**config.mk**
```make
export PLATFORM = sky130hd
export DESIGN_NAME = if_stage
export DESIGN_NICKNAME = d
export VERILOG_FILES = /design/src/rtl/if_stage_pkg.sv /design/src/rtl/if_stage_pc_gen.sv /design/src/rtl/if_stage.sv
export SDC_FILE = /design/constraint.sdc
export NUM_CORES = 1
export LEC_CHECK = 0
export BUFFER_PORTS_ARGS = -buffer_cell sky130_fd_sc_hd__buf_2
export CORE_UTILIZATION = 54
export DETAILED_ROUTE_END_ITERATION = 8
export GPL_TIMING_DRIVEN = 0
export PLACE_DENSITY_LB_ADDON = 0.25
export REMOVE_ABC_BUFFERS = 1
export SYNTH_ARGS = -nofsm -noshare
export SYNTH_HDL_FRONTEND = slang
export SYNTH_SLANG_ARGS = --single-unit
```
**constraint.sdc**
```tcl
create_clock -name clk -period 6.05 [get_ports clk]
set_clock_uncertainty 0.1 [all_clocks]
set_input_delay 0.9075 -clock clk [delete_from_list [all_inputs] [get_ports clk]]
set_output_delay 0.9075 -clock clk [all_outputs]
set_load 0.02 [all_outputs]
```
**src/rtl/if_stage_pkg.sv**
```systemverilog
// rtl/if_stage_pkg.sv - shared defaults, IF/ID layout and update-rule decode for the fetch stage
//
// Purpose: parameter defaults for the fetch stage, the IF/ID field layout,
//          and the priority decode of the per-edge update rule.
// Ports:   none (package).
package if_stage_pkg;

  localparam int unsigned XLEN_DEF        = 32;
  localparam int unsigned ILEN_DEF        = 32;
  localparam int unsigned INSTR_BYTES_DEF = 4;
  localparam logic [31:0] RESET_PC_DEF    = 32'h0000_0000;

  // IF/ID layout: {pc, instr}. The instruction occupies the low ILEN bits and
  // the PC sits directly above it in the upper XLEN bits.
  localparam int unsigned IFID_INSTR_LSB = 0;

  // Which rule governs the next rising edge, in priority order.
  typedef enum logic [2:0] {
    UPD_RESET,
    UPD_REDIRECT,
    UPD_STALL,
    UPD_GRANT,
    UPD_IDLE
  } upd_e;

  // Source of the next PC value (reset is applied directly in the register).
  typedef enum logic [1:0] {
    PC_HOLD,
    PC_REDIRECT,
    PC_INC
  } pc_sel_e;

  function automatic upd_e decode_update(
    input logic reset,
    input logic redirect_en,
    input logic id_stall,
    input logic igrant
  );
    if (reset)            return UPD_RESET;
    else if (redirect_en) return UPD_REDIRECT;
    else if (id_stall)    return UPD_STALL;
    else if (igrant)      return UPD_GRANT;
    else                  return UPD_IDLE;
  endfunction

endpackage

```
**src/rtl/if_stage_pc_gen.sv**
```systemverilog
// rtl/if_stage_pc_gen.sv - program counter register and next-PC selection
//
// Purpose: holds the PC and selects its next value (reset / aligned redirect /
//          hold / increment by INSTR_BYTES, modulo 2^XLEN).
// Ports:
//   clk           in   clock
//   reset         in   synchronous active-high reset, loads RESET_PC
//   i_upd         in   update rule for this edge
//   i_redirect_pc in   redirect target (low bits masked to instruction alignment)
//   o_pc          out  current PC
module pc_gen
  import if_stage_pkg::*;
#(
  parameter int unsigned      XLEN        = XLEN_DEF,
  parameter int unsigned      INSTR_BYTES = INSTR_BYTES_DEF,
  parameter logic [XLEN-1:0]  RESET_PC    = XLEN'(RESET_PC_DEF)
) (
  input  logic            clk,
  input  logic            reset,
  input  upd_e            i_upd,
  input  logic [XLEN-1:0] i_redirect_pc,
  output logic [XLEN-1:0] o_pc
);

  // INSTR_BYTES is a power of two, so clearing the low bits is a simple mask.
  localparam logic [XLEN-1:0] ALIGN_MASK = ~(XLEN'(INSTR_BYTES - 1));
  localparam logic [XLEN-1:0] PC_STEP    = XLEN'(INSTR_BYTES);

  logic [XLEN-1:0] r_pc;
  logic [XLEN-1:0] w_next_pc;
  pc_sel_e         w_sel;

  always_comb begin
    w_sel = PC_HOLD;
    case (i_upd)
      UPD_REDIRECT: w_sel = PC_REDIRECT;
      UPD_GRANT:    w_sel = PC_INC;
      default:      w_sel = PC_HOLD;
    endcase
  end

  // Increment relies on natural XLEN-bit wraparound.
  always_comb begin
    w_next_pc = r_pc;
    case (w_sel)
      PC_REDIRECT: w_next_pc = i_redirect_pc & ALIGN_MASK;
      PC_INC:      w_next_pc = r_pc + PC_STEP;
      default:     w_next_pc = r_pc;
    endcase
  end

  always_ff @(posedge clk) begin
    if (reset) begin
      r_pc <= RESET_PC;
    end else begin
      r_pc <= w_next_pc;
    end
  end

  assign o_pc = r_pc;

endmodule

```
**src/rtl/if_stage.sv**
```systemverilog
// rtl/if_stage.sv - instruction fetch stage with IF/ID pipeline register
//
// Purpose: issues fetch requests at the PC, captures granted instructions
//          into the IF/ID register one cycle later, handles stall and
//          redirect (flush), and counts delivered instructions.
// Ports:
//   clk          in   clock
//   reset        in   synchronous active-high reset
//   idata        in   instruction word for iaddr, valid when igrant=1
//   igrant       in   memory accepted the request this cycle
//   id_stall     in   decode cannot accept; hold IF/ID
//   redirect_en  in   taken branch/jump; flush and reload PC
//   redirect_pc  in   redirect target
//   ireq         out  fetch request
//   iaddr        out  fetch address (= PC)
//   reg_if_id    out  {pc, instr}
//   if_id_valid  out  IF/ID holds a real instruction
//   fetch_count  out  instructions delivered since reset (wraps)
module if_stage
  import if_stage_pkg::*;
#(
  parameter int unsigned      XLEN        = XLEN_DEF,
  parameter int unsigned      ILEN        = ILEN_DEF,
  parameter int unsigned      INSTR_BYTES = INSTR_BYTES_DEF,
  parameter logic [XLEN-1:0]  RESET_PC    = XLEN'(RESET_PC_DEF)
) (
  input  logic                 clk,
  input  logic                 reset,
  input  logic [ILEN-1:0]      idata,
  input  logic                 igrant,
  input  logic                 id_stall,
  input  logic                 redirect_en,
  input  logic [XLEN-1:0]      redirect_pc,
  output logic                 ireq,
  output logic [XLEN-1:0]      iaddr,
  output logic [XLEN+ILEN-1:0] reg_if_id,
  output logic                 if_id_valid,
  output logic [31:0]          fetch_count
);

  upd_e                 w_upd;
  logic [XLEN-1:0]      w_pc;
  logic [XLEN+ILEN-1:0] r_if_id;
  logic                 r_if_id_valid;
  logic [31:0]          r_fetch_count;

  assign w_upd = decode_update(reset, redirect_en, id_stall, igrant);

  pc_gen #(
    .XLEN        (XLEN),
    .INSTR_BYTES (INSTR_BYTES),
    .RESET_PC    (RESET_PC)
  ) u_pc_gen (
    .clk           (clk),
    .reset         (reset),
    .i_upd         (w_upd),
    .i_redirect_pc (redirect_pc),
    .o_pc          (w_pc)
  );

  // A request is only useful when its result can actually be captured:
  // not under reset, not while decode is stalled, not while being flushed.
  assign ireq  = ~reset & ~id_stall & ~redirect_en;
  assign iaddr = w_pc;

  // A redirect drops whatever the memory returns this cycle, so the
  // wrong-path instruction never reaches IF/ID with valid set.
  always_ff @(posedge clk) begin
    if (reset) begin
      r_if_id       <= '0;
      r_if_id_valid <= 1'b0;
      r_fetch_count <= '0;
    end else begin
      case (w_upd)
        UPD_REDIRECT: begin
          r_if_id_valid <= 1'b0;
        end
        UPD_GRANT: begin
          r_if_id[XLEN+ILEN-1 -: XLEN]             <= w_pc;
          r_if_id[IFID_INSTR_LSB +: ILEN]          <= idata;
          r_if_id_valid                            <= 1'b1;
          r_fetch_count                            <= r_fetch_count + 32'd1;
        end
        UPD_IDLE: begin
          r_if_id_valid <= 1'b0;
        end
        default: begin
          // Stall: everything holds.
        end
      endcase
    end
  end

  assign reg_if_id   = r_if_id;
  assign if_id_valid = r_if_id_valid;
  assign fetch_count = r_fetch_count;

endmodule

```
# Word-level counts from Yosys, hierarchy flattened
# Cells that the tools add are included.
# W data, S select, Z words.
# word_totals
register_bits	129
word_cells	26
output_inout_bits	130
# classes
add_sub_neg	2
eq_ne	5
reduce_logical	3
mux	7
n_bitwise	5
# op_table
op	count
$pmux W32 S2	1
$add A32 B1 Y32 const B	1
$add A32 B3 Y32 const B	1
$mux W3	4
$pmux W2 S2	1
$reduce_bool A2 Y1	2
$eq A3 B1 Y1 const B	1
$eq A3 B2 Y1 const B	1
$eq A3 B3 Y1 const B	1
$not A1 Y1	3
$and A1 B1 Y1	2
$eq A2 B1 Y1 const B	1
$eq A2 B2 Y1 const B	1
$pmux W1 S2	1
$reduce_or A2 Y1	1

# Logic depth before layout (Yosys ltp)
# depth
depth_word	8
depth_mapped	6

# Hierarchy
# A second synthesis with hierarchy kept.
# hier_totals
hier_cells	718
area_unflattened_um2	5726.7
# modules_own_cells
module	instances	area_each_um2	seq_area_each_um2	cells_per_inst
if_stage	1	3707.3	1941.9	451
pc_gen	1	2019.4	600.6	267

# Least setup slack after synthesis
# No wires, ideal clock.
# synth_timing
path_type	input to output
from	in reset
to	out ireq
t_arrival_ps	1932
t_required_ps	5043
path_slack_ps	3110
path_buffers	3
cell_stages	4
path_cell_list	clkbuf_1 clkbuf_1 clkbuf_1 nor3_1
# synth_via
elab_chain_len	3
# synth_lines
item	line	text
from (decl)	if_stage.sv:28	input logic reset,
$not A1 Y1	if_stage.sv:63	assign ireq = ~reset & ~id_stall & ~redirect_en;
$and A1 B1 Y1 (2 in series)	if_stage.sv:63	
to (decl)	if_stage.sv:34	output logic ireq,
# No other way between the ends.

# Worst setup path in the final report
# layout_timing
from	in reset
to	reg r_fetch_count[26] (netlist: fetch_count[26])
# layout_via
elab_chain_len	2
# layout_lines
item	line	text
$mux W3	if_stage_pkg.sv:39	if (reset) return UPD_RESET;
$eq A3 B2 Y1	if_stage.sv:74	case (w_upd)
to (signal assigned)	if_stage.sv:82	r_fetch_count <= r_fetch_count + 32'd1;
to (decl)	if_stage.sv:45	logic [31:0] r_fetch_count;
# Several ways; a longest one is shown, not always the timed one.
# A chain may end at the register's enable or synchronous reset.

==> metrics.cfg <==
[setup_path]
reg2reg_from = fetch_count[4]$_SDFFE_PP0N_
critPathMaxFanout = 86
slowest_delay_ns = 0.67
reg2reg_depth = 4
cp-end-kind = register
crit_type = primary input to register
cp_top_family = simple AND/OR/NAND/NOR gates
crit_required_ns = 6.39
reg2reg_to = fetch_count[26]$_SDFFE_PP0N_
critPathLaunchType = primary input
regToRegSetupSlack_ns = 3.42
crit_chain = buf_4 -> buf_16 -> nor4b_2 -> buf_4 -> buf_4 -> nand4_1 -> or4_1 -> a21oi_1
crit_start = reset
critPathSlowestCell = nor4b_2
arrival_ns = 3.97
crit_buf_inv = 4
path_common_cell = buf_4

[final_layout]
regArea_um2 = 2500
area_growth_syn_to_layout_pct = 27.8
finalNetCount = 943
layout_commonest_cell = buf_2
finish.instance_area_um2 = 7300
stdcell_count = 1022
mostFrequentLayoutCells = buf_2, nand2_1, dfxtp_1
multi_input_area_um2 = 2970
drive_gt1_share_pct = 27.0
num-fill-cells = 890

[cts]
hold_buffers = 0
clock-sinks = 125
htreeDepth = 4
cts_setup_buffers = 0
cts_buffers = 17
clockBufferDepth = 2
clkLatencyLatePin_ns = 0.52
root_buffer = clkbuf_8
cts_tree = built
clk_pin_slew_ns = 0.06
cts_resized = 0

[flow_run]
drv_cap = 0

[pwr]
power.switching_fraction_pct = 26.6
p_leak_uw = 0.00323
power_frac_clock_pct = 48.3
max-vdd-ir-drop_mv = 0.163
p_int_uw = 1480
share_seq_of_total_power_pct = 43.5
power_frac_comb_pct = 8.2
power_density_nw_per_um2 = 277
switchingPower_uw = 538

[floorplan]
die_w_um = 105
coreArea_um2 = 10300
dieArea_um2 = 11000
io_pins = 199
rows = 37
fp.dieH_um = 105
start_util_pct = 55.5

[timing]
maxSlewHeadroom_pct = 20.5
fin_crit_ns = 3.63
rsz0062_at_grt = false
finalSetupViolCount = 0
maxSlewViolCount = 0
fin_crit_sh_pct = 59.9
max_freq_mhz = 276
worst-slew-pin-transition_ns = 1.19
worst_slack_ns = 2.42
finalHoldViolCount = 0

[drt]
routed_wirelength_um = 15800
num_vias = 5922
drcViolationCount = 0
drtAntennaViolNets = 0
firstDrtPassIters = 5
drt-initial-drc-count = 496
post_drt_wl_per_cell_um = 15.5
viasPerCell = 5.79

[logic_synthesis]
post_synth_num_cell_types = 48
yosysWarnings = 0
synth-edff-count = 0
postSynthAreaPerCell_um2 = 8.08
synth_ff_type = dfxtp_1
ys_seq_elements = 125
ys_seq_area_share_pct = 43.8
netlist_area_um2 = 5710
async_flop_share_pct = 0
synthCells = 706

[grt]
grt_usage_pct = 28.2
grt_pass1_wl_um = 25300
grt_pass1_vias = 5419
overflow = 0
antenna_found_initial = 0
grt_max_degree = 87

[placement]
io_buffers = 192
placed_area_um2 = 6720
post-place-ws_ns = 1.96
place.detailed.hpwl_um = 10600
place_congestion = 0.824
dpl.cell_count = 989

[outcome]
outcome = finished, final reports clean

[min_path]
hold_end = reg_if_id[43]$_SDFFE_PP0N_
min_from = reg_if_id[43]$_SDFFE_PP0N_
hp-class = register to register
hold_depth = 2

## synthesized netlist by cell type, drive strengths merged (10+ instances only)
cell,n,area share (%)
and4,11,1.7
nand4,24,2.6
a21oi,46,4.0
nand3,21,1.8
o21ai,20,1.8
or4,22,2.9
or3,21,2.3
o31ai,17,2.2
nor2,28,1.8
dfxtp,125,44
clkbuf,44,2.9
nand3b,54,7.1
buf,12,1.1
xor2,10,1.5
nand2,153,10
## power by group through the flow
stage	registers, µW	clock network [µW]	logic [µW]
after floorplan	920	0	57.0
after global placement	894	0	160
after detailed placement	896	0	165
after CTS	878	988	166
after global routing	882	1030	180
final	879	977	166
## registers in the layout, indices dropped and copies added, names as in the netlist
name,count
reg_if_id,62
u_pc_gen.o_pc,30
fetch_count,32
if_id_valid,1
## kinds of logic (layout without fill, tap and decap cells)
kind of cell | Yosys count | after routing | synth area share [%]
and+or+nand+nor | 377 | 377 | 35.2
buffers and inverters | 65 | 241 | 4.56
AOI/OAI and AO/OA | 117 | 117 | 12.9
xor gates and xnor gates | 17 | 17 | 2.61
DFF | 125 | 125 | 43.8
other | 1 | 5 | 0.0657
muxes | 2 | 2 | 0.373
adders and majority gates | 2 | 2 | 0.438
## worst reg2reg max path: stages (launching register included)
cell,delay [ns]
dfxtp_1,0.45
and4_1,0.29
nand4_1,0.77
or4_1,0.79
a21oi_1,0.17
## how the worst max path moves through the flow
stage	to	cells after the start
after floorplan	fetch_count[25]$_SDFFE_PP0N_	4
after global placement	fetch_count[27]$_SDFFE_PP0N_	5
after detailed placement	fetch_count[26]$_SDFFE_PP0N_	8
after CTS	fetch_count[26]$_SDFFE_PP0N_	8
after global routing	fetch_count[22]$_SDFFE_PP0N_	8
final	fetch_count[26]$_SDFFE_PP0N_	8
## cell type report
| cell class | instances | area share, % |
|---|---|---|
| multi-input cells | 519 | 40.7 |
| flip-flops and latches | 125 | 34.3 |
| repair buffers | 200 | 14.3 |
| clock buffers | 18 | 5.87 |
| well taps | 136 | 2.33 |
| clock inverters | 14 | 2.04 |
| inverters | 9 | 0.463 |
| diodes | 1 | 0.0343 |
## routing by layer
metal  vias to the layer above  track usage [%]  share of wire, %
li1                       2850                -                 -
met1                      2818             33.9                42
met2                       220             48.2                49
met3                        34             7.74               6.9
met4                         0             10.1               1.8
met5                         -                0                 0
## per-stage QoR
stage / power, µW / TNS [ns] / utilization [%] / hold slack (ns)
floorplan: 977 / -123.71 / - / 0.428
global placement: 1050 / -483.70 / 64.5 / 0.338
detailed placement: 1060 / 0 / 65.4 / 0.345
CTS: 2030 / 0 / 71.0 / 0.353
global route: 2090 / 0 / 71.0 / 0.375
finish: 2020 / 0 / 71.0 / 0.350
Power figures use the tool's default switching activity.
